`config.mk`:
```
export PLATFORM = sky130hd
export DESIGN_NAME = parallel_in_serial_out_piso_tx
export DESIGN_NICKNAME = d
export VERILOG_FILES = /design/src/rtl/piso_tx_pkg.sv /design/src/rtl/parallel_in_serial_out_piso_tx.sv
export SDC_FILE = /design/constraint.sdc
export NUM_CORES = 1
export LEC_CHECK = 0
export CAP_MARGIN = 40
export CORE_MARGIN = 10
export CORE_UTILIZATION = 52
export DETAILED_ROUTE_END_ITERATION = 8
export PLACE_DENSITY = 0.76
export SYNTH_ARGS = -nofsm -noshare
export SYNTH_HDL_FRONTEND = slang
export SYNTH_SLANG_ARGS = --single-unit
export TNS_END_PERCENT = 20
```
`constraint.sdc`:
```
create_clock -name Clk_In -period 1.7 [get_ports Clk_In]
set_input_delay 0.34 -clock Clk_In [delete_from_list [all_inputs] [get_ports Clk_In]]
set_output_delay 0.34 -clock Clk_In [all_outputs]
set_load 0.01 [all_outputs]
```
`src/rtl/piso_tx_pkg.sv`:
```
// Shared types and defaults for the parallel-in serial-out transmitter.
package piso_tx_pkg;

  typedef enum logic {IDLE, SHIFT} piso_tx_state_t;

  localparam int PISO_TX_DATA_WIDTH = 8;

endpackage

```
`src/rtl/parallel_in_serial_out_piso_tx.sv`:
```
// Parallel-to-serial transmitter with a one-word hold buffer so that
// consecutive words stream out with no idle cycle between frames.
module parallel_in_serial_out_piso_tx
  import piso_tx_pkg::*;
#(
  parameter int DATA_WIDTH = PISO_TX_DATA_WIDTH,
  parameter bit MSB_FIRST  = 1'b1
) (
  input  logic                  Clk_In,
  input  logic                  Reset_In,
  input  logic [DATA_WIDTH-1:0] Parallel_Data_In,
  input  logic                  Load_Valid_In,
  output logic                  Load_Ready_Out,
  output logic                  Serial_Data_Out,
  output logic                  Serial_Valid_Out,
  output logic                  Frame_Start_Out,
  output logic                  Frame_Done_Out,
  output logic                  Busy_Out
);

  localparam int CNT_W = $clog2(DATA_WIDTH);
  localparam logic [CNT_W-1:0] LAST_BIT = CNT_W'(DATA_WIDTH - 1);

  piso_tx_state_t        state;
  logic [DATA_WIDTH-1:0] shifter;
  logic [DATA_WIDTH-1:0] hold;
  logic                  hold_full;
  logic [CNT_W-1:0]      bit_cnt;

  logic accept;
  logic last_bit;
  logic out_bit;
  logic busy;

  assign accept   = Load_Valid_In && !hold_full;
  assign last_bit = (bit_cnt == LAST_BIT);
  assign out_bit  = MSB_FIRST ? shifter[DATA_WIDTH-1] : shifter[0];
  assign busy     = (state == SHIFT);

  // Every output is a function of registers only; the input handshake never
  // reaches an output combinationally.
  assign Load_Ready_Out   = !hold_full;
  assign Busy_Out         = busy;
  assign Serial_Valid_Out = busy;
  assign Serial_Data_Out  = busy && out_bit;
  assign Frame_Start_Out  = busy && (bit_cnt == '0);
  assign Frame_Done_Out   = busy && last_bit;

  always_ff @(posedge Clk_In or negedge Reset_In) begin
    if (!Reset_In) begin
      state     <= IDLE;
      shifter   <= '0;
      hold      <= '0;
      hold_full <= 1'b0;
      bit_cnt   <= '0;
    end else begin
      case (state)
        IDLE: begin
          if (accept) begin
            shifter <= Parallel_Data_In;
            bit_cnt <= '0;
            state   <= SHIFT;
          end
        end
        SHIFT: begin
          if (last_bit) begin
            // Refill priority: held word first, then a word arriving now.
            if (hold_full) begin
              shifter   <= hold;
              hold_full <= 1'b0;
              bit_cnt   <= '0;
            end else if (accept) begin
              shifter <= Parallel_Data_In;
              bit_cnt <= '0;
            end else begin
              state   <= IDLE;
              bit_cnt <= '0;
            end
          end else begin
            if (MSB_FIRST)
              shifter <= {shifter[DATA_WIDTH-2:0], 1'b0};
            else
              shifter <= {1'b0, shifter[DATA_WIDTH-1:1]};
            bit_cnt <= bit_cnt + 1'b1;
            if (accept) begin
              hold      <= Parallel_Data_In;
              hold_full <= 1'b1;
            end
          end
        end
        default: state <= IDLE;
      endcase
    end
  end

endmodule

```
## Word-level counts from Yosys, hierarchy flattened

Index checks and enable logic that the tools add are counted.

| word-level totals | value |
|---|---|
| memories | 0 |
| bits in read-only memories | 0 |
| register bits after elaboration | 21 |
| bits in latches | 0 |
| memory bits (writable) | 0 |
| output and inout bits | 6 |

| operators by class | value |
|---|---|
| bitwise gates (word level) | 2 |
| reduce and logical (&&, ||, !) cells | 9 |
| shift operators | 0 |
| muxes and demuxes | 13 |
| eq/ne operators | 2 |
| multiply operators | 0 |
| add/subtract/negate cells | 1 |
| div/mod/pow operators | 0 |
| order comparisons | 0 |

Operators by type and width:

| cell | count |
|---|---|
| two-way mux 8 bit | 3 |
| case mux 8 bit (2 select lines) | 1 |
| two-way mux 3 bit | 2 |
| case mux 3 bit (2 select lines) | 1 |
| two-way mux 1 bit | 5 |
| logical AND 1 bit | 4 |
| adder 3 x 1 -> 3 bit, second input constant | 1 |
| equality test 3 bit, second input constant | 1 |
| zero test 3 bit | 1 |
| AND reduction 3 bit | 1 |
| inequality test 2 bit, second input constant | 1 |
| inverter 1 bit | 2 |
| case mux 1 bit (2 select lines) | 1 |
| AND reduction 2 bit | 1 |
| nonzero test 2 bit | 1 |
| zero test 1 bit | 1 |

## Depth between registers and ports, before layout

| logic depth | value |
|---|---|
| depth in word-level cells | 6 |
| depth in mapped cells | 5 |
| mapped depth without buffers | 5 |

## Worst setup path after synthesis

Ideal clock, no wire load.

| path | value |
|---|---|
| kind | register to register |
| start | register bit_cnt[0] |
| end | register hold[0] |
| setup slack | 0.097 ns |
| data arrival time | 1.475 ns |
| required time | 1.572 ns |
| library setup time | 0.128 ns |
| buffers on the path | 0 |
| clock period less this slack | 1.603 ns |
| stages on the path, launching flop included | 6 |
| cell sequence | dfrtp_1 ha_1 ha_1 nand2b_1 nor2_4 mux2_1 |

| between the ends | value |
|---|---|
| word-level cells in the longest chain between the ends | 3 |

Ends and longest elaborated chain:

| what | RTL line | source |
|---|---|---|
| start, declared | parallel_in_serial_out_piso_tx.sv:28 | `logic [CNT_W-1:0] bit_cnt;` |
| start signal, assigned | parallel_in_serial_out_piso_tx.sv:84 | `bit_cnt <= bit_cnt + 1'b1;` |
| equality test 3 bit | parallel_in_serial_out_piso_tx.sv:36 | `assign last_bit = (bit_cnt == LAST_BIT);` |
| inverter 1 bit (no line) | n/a |  |
| AND reduction 3 bit (no line) | n/a |  |
| end signal, assigned | parallel_in_serial_out_piso_tx.sv:86 | `hold <= Parallel_Data_In;` |
| end, declared | parallel_in_serial_out_piso_tx.sv:26 | `logic [DATA_WIDTH-1:0] hold;` |

No other way between the ends.
A chain may end at the register's enable or synchronous reset.

## Final worst setup path

| path | value |
|---|---|
| start | register bit_cnt[1] |
| end | output port Frame_Done_Out |

| between the ends | value |
|---|---|
| word-level cells in the longest chain between the ends | 2 |

Ends and longest elaborated chain:

| what | RTL line | source |
|---|---|---|
| equality test 3 bit | parallel_in_serial_out_piso_tx.sv:36 |  |
| logical AND 1 bit | parallel_in_serial_out_piso_tx.sv:47 | `assign Frame_Done_Out = busy && last_bit;` |
| end, declared | parallel_in_serial_out_piso_tx.sv:17 | `output logic Frame_Done_Out,` |

No other way between the ends.

==> run_results.csv <==
group,metric,value,unit
synth,synth_fp_nets,111,
finish,drive_above_1_share,25.0,%
clocking,cts_root_buf,"clkbuf_4",
sta,setup_tns,0,ns
pwr,power_density,1770,nW/um^2
sta,fin_skew,0.00199,ns
route,wire_per_inst,15.9,um
critical_path,critPathMaxFanout,5,
pwr,leakage,0.687,nW
critical_path,end_kind,"output pin",
route,vias,850,
global_routing,grt_util_all_layers,10.9,%
pwr,irDropWorstVdd,1.20,mV
sta,rsz0062_at_grt,"yes",
clocking,cts_tree,"yes",
finish,finalNonFillerCells,147,
sta,final_hold_viol_count,0,
critical_path,reg2regPathDepth,6,
global_routing,grt_max_degree,22,
global_routing,grt_pass1_vias,842,
pwr,p_clk_share,9.6,%
pwr,power,0.00254,W
sta,worst_pin_slew,0.448,ns
synth,synth_warnings,0,
critical_path,start_kind,"flop",
finish,synthToLayoutAreaGrowth,24.6,%
place,place_inst,141,
pwr,pwr-share-seq,37.5,%
route,wl,2.34,mm
global_routing,gr-total-overflow,0,
pwr,comb_power_share,52.8,%
run,drv_cap,0,
place,place.gp.congestion,0.789,
critical_path,path_class,"flop to output pin",
finish,nets,136,
finish,diodes,0,
place,dp_hpwl,1.72,mm
clocking,clk_latency,0.31,ns
sta,fin_crit,1.69,ns
floorplan,initial_core_util,56.5,%
finish,layout_commonest_cell,"dfrtp_1",
sta,setup_viol,0,
clocking,htree_levels,1,
finish,layout_common_cells,"19 x dfrtp_1, 14 x mux2i_1, 12 x clkdlybuf4s50_1",
status,status,"finished clean",
floorplan,die_h,67.1,um
critical_path,cp.arrival,1.35,ns
route,final_antenna_net_count,0,
finish,fin_area,1440,um^2
floorplan,die_x,67.1,um
synth,synth.largest_area_cell,"dfrtp_1",
route,route.detailed.drc,0,
sta,final.period_utilization,99.4,%
synth,synth_area_leaders,"dfrtp_1 46%, mux2i_1 12%, a221oi_2 7.8%, mux2_1 7.8%, ha_1 4.3%",
synth,seq_area_frac_synth,45.6,%
floorplan,die_area,4500,um^2
clocking,cts_sinks,21,
sta,drv_slew,0,
clocking,cts_buffer_depth,2,
synth,netlist.area_leader.share,45.6,%
critical_path,cp.required,1.36,ns
pwr,internal_power,0.00156,W
route,first_iter_violations,37,
sta,slew_headroom,70.0,%
pwr,switchingPower,0.000982,W
synth,ys_ff_latch,21,
synth,syn_area_per_cell,12.0,um^2
synth,syn_inst,96,
route,first_pass_iters,5,
synth,synth.distinct_cells,25,
route,viasPerCell,5.78,
sta,max_freq,592,MHz
min_path,min_path_type,"input port to asynchronous set/reset pin",
place,dpl_cell_area,1370,um^2
synth,synth_area,1150,um^2
global_routing,antenna_found_initial,0,
clocking,cts.clk_slew.worst_paths,0.11,ns
floorplan,core,2040,um^2
floorplan,ios,17,
floorplan,rows,16,
pwr,p_sw_share,38.7,%
clocking,cts-buffers-inserted,3,
global_routing,grt_pass1_wl,3.81,mm
place,io_buffers,16,
sta,hold_ws,0.353,ns
-- state kept, by name (all words and copies together) (netlist names) --
signal	cells
bit_cnt	3
shifter	8
Busy_Out	1
hold	8
hold_full	1
-- per-layer routing --
metal	global-route usage [%]	vias to the layer above	routed length, um	part of all wire (%)
li1	-	404	-	-
met1	12.7	415	1070	46
met2	17.5	26	1110	47
met5	0	-	0	0
met4	5.90	0	43	1.8
met3	3.18	5	117	5.0
-- critical path: stages, from the launching register on --
cell and delay, ns:
dfrtp_1 0.42, ha_2 0.20, ha_4 0.17, and2_4 0.14
buf_6 0.11
-- cells in the mapped netlist (all sizes together) --
master   n
a211oi   2
dfrtp   21
mux2i   14
and2     2
a221oi   7
a21oi    1
inv      5
nor2b    2
nand3    2
buf      5
nand2    4
ha       4
o22ai    8
nor2     3
o21ai    4
nor3     1
nand2b   3
mux2     8
-- cell families after synthesis --
family	share of synthesized area, %
flops	45.6
compound gates	16.4
mux	20.0
fa+ha+maj	4.34
simple gates	8.68
buf+inv	5.10
-- power by group through the flow --
stage	combinational (W)	sequential [W]	clock, W
detailed placement	0.00128	0.000959	0
CTS	0.00133	0.000947	0.000253
finish	0.00134	0.000952	0.000245
global placement	0.00125	0.000941	0
floorplan	0.000903	0.000904	0
global route	0.00149	0.000981	0.000270
-- path summary, 6_finish.rpt --
| check | from | endpoint | slack [ns] |
|---|---|---|---|
| worst max-delay path | bit_cnt[1]$_DFFE_PN0P_ | Frame_Done_Out | 0.01 |
| worst min-delay path | Reset_In | bit_cnt[2]$_DFFE_PN0P_ | 0.35 |
| worst max register to register | bit_cnt[1]$_DFFE_PN0P_ | hold[5]$_DFFE_PN0P_ | 0.07 |
| worst min register to register | hold[4]$_DFFE_PN0P_ | hold[4]$_DFFE_PN0P_ | 0.50 |
| max in group asynchronous | Reset_In | Busy_Out$_DFF_PN0_ | 1.12 |
| min in group Clk_In | hold[4]$_DFFE_PN0P_ | hold[4]$_DFFE_PN0P_ | 0.50 |
-- per-stage QoR --
stage	setup slack, ns	util, %
3_3_place_gp	-0.0641	67.2
2_1_floorplan	0.0972	-
4_1_cts	0.00907	70.0
6_report	0.00964	70.4
5_1_grt	-0.0363	70.4
3_5_place_dp	-0.0807	67.2
-- final cells by class --
class                      instances  area (um^2)
sequential                        21          528
inverter                           5         18.8
clock buffer                       4         26.3
multi-input combinational         65          597
fill                             155          604
tap                               27         33.8
timing repair buffer              25          234
-- timing repair --
item | in CTS | in global routing
endpoints found under the setup margin | 12 | 10
resized for setup | 18 | 1
hold buffers | 0 | 0
setup buffers | 2 | 0
No activity file was read; power rests on OpenSTA's default activity.
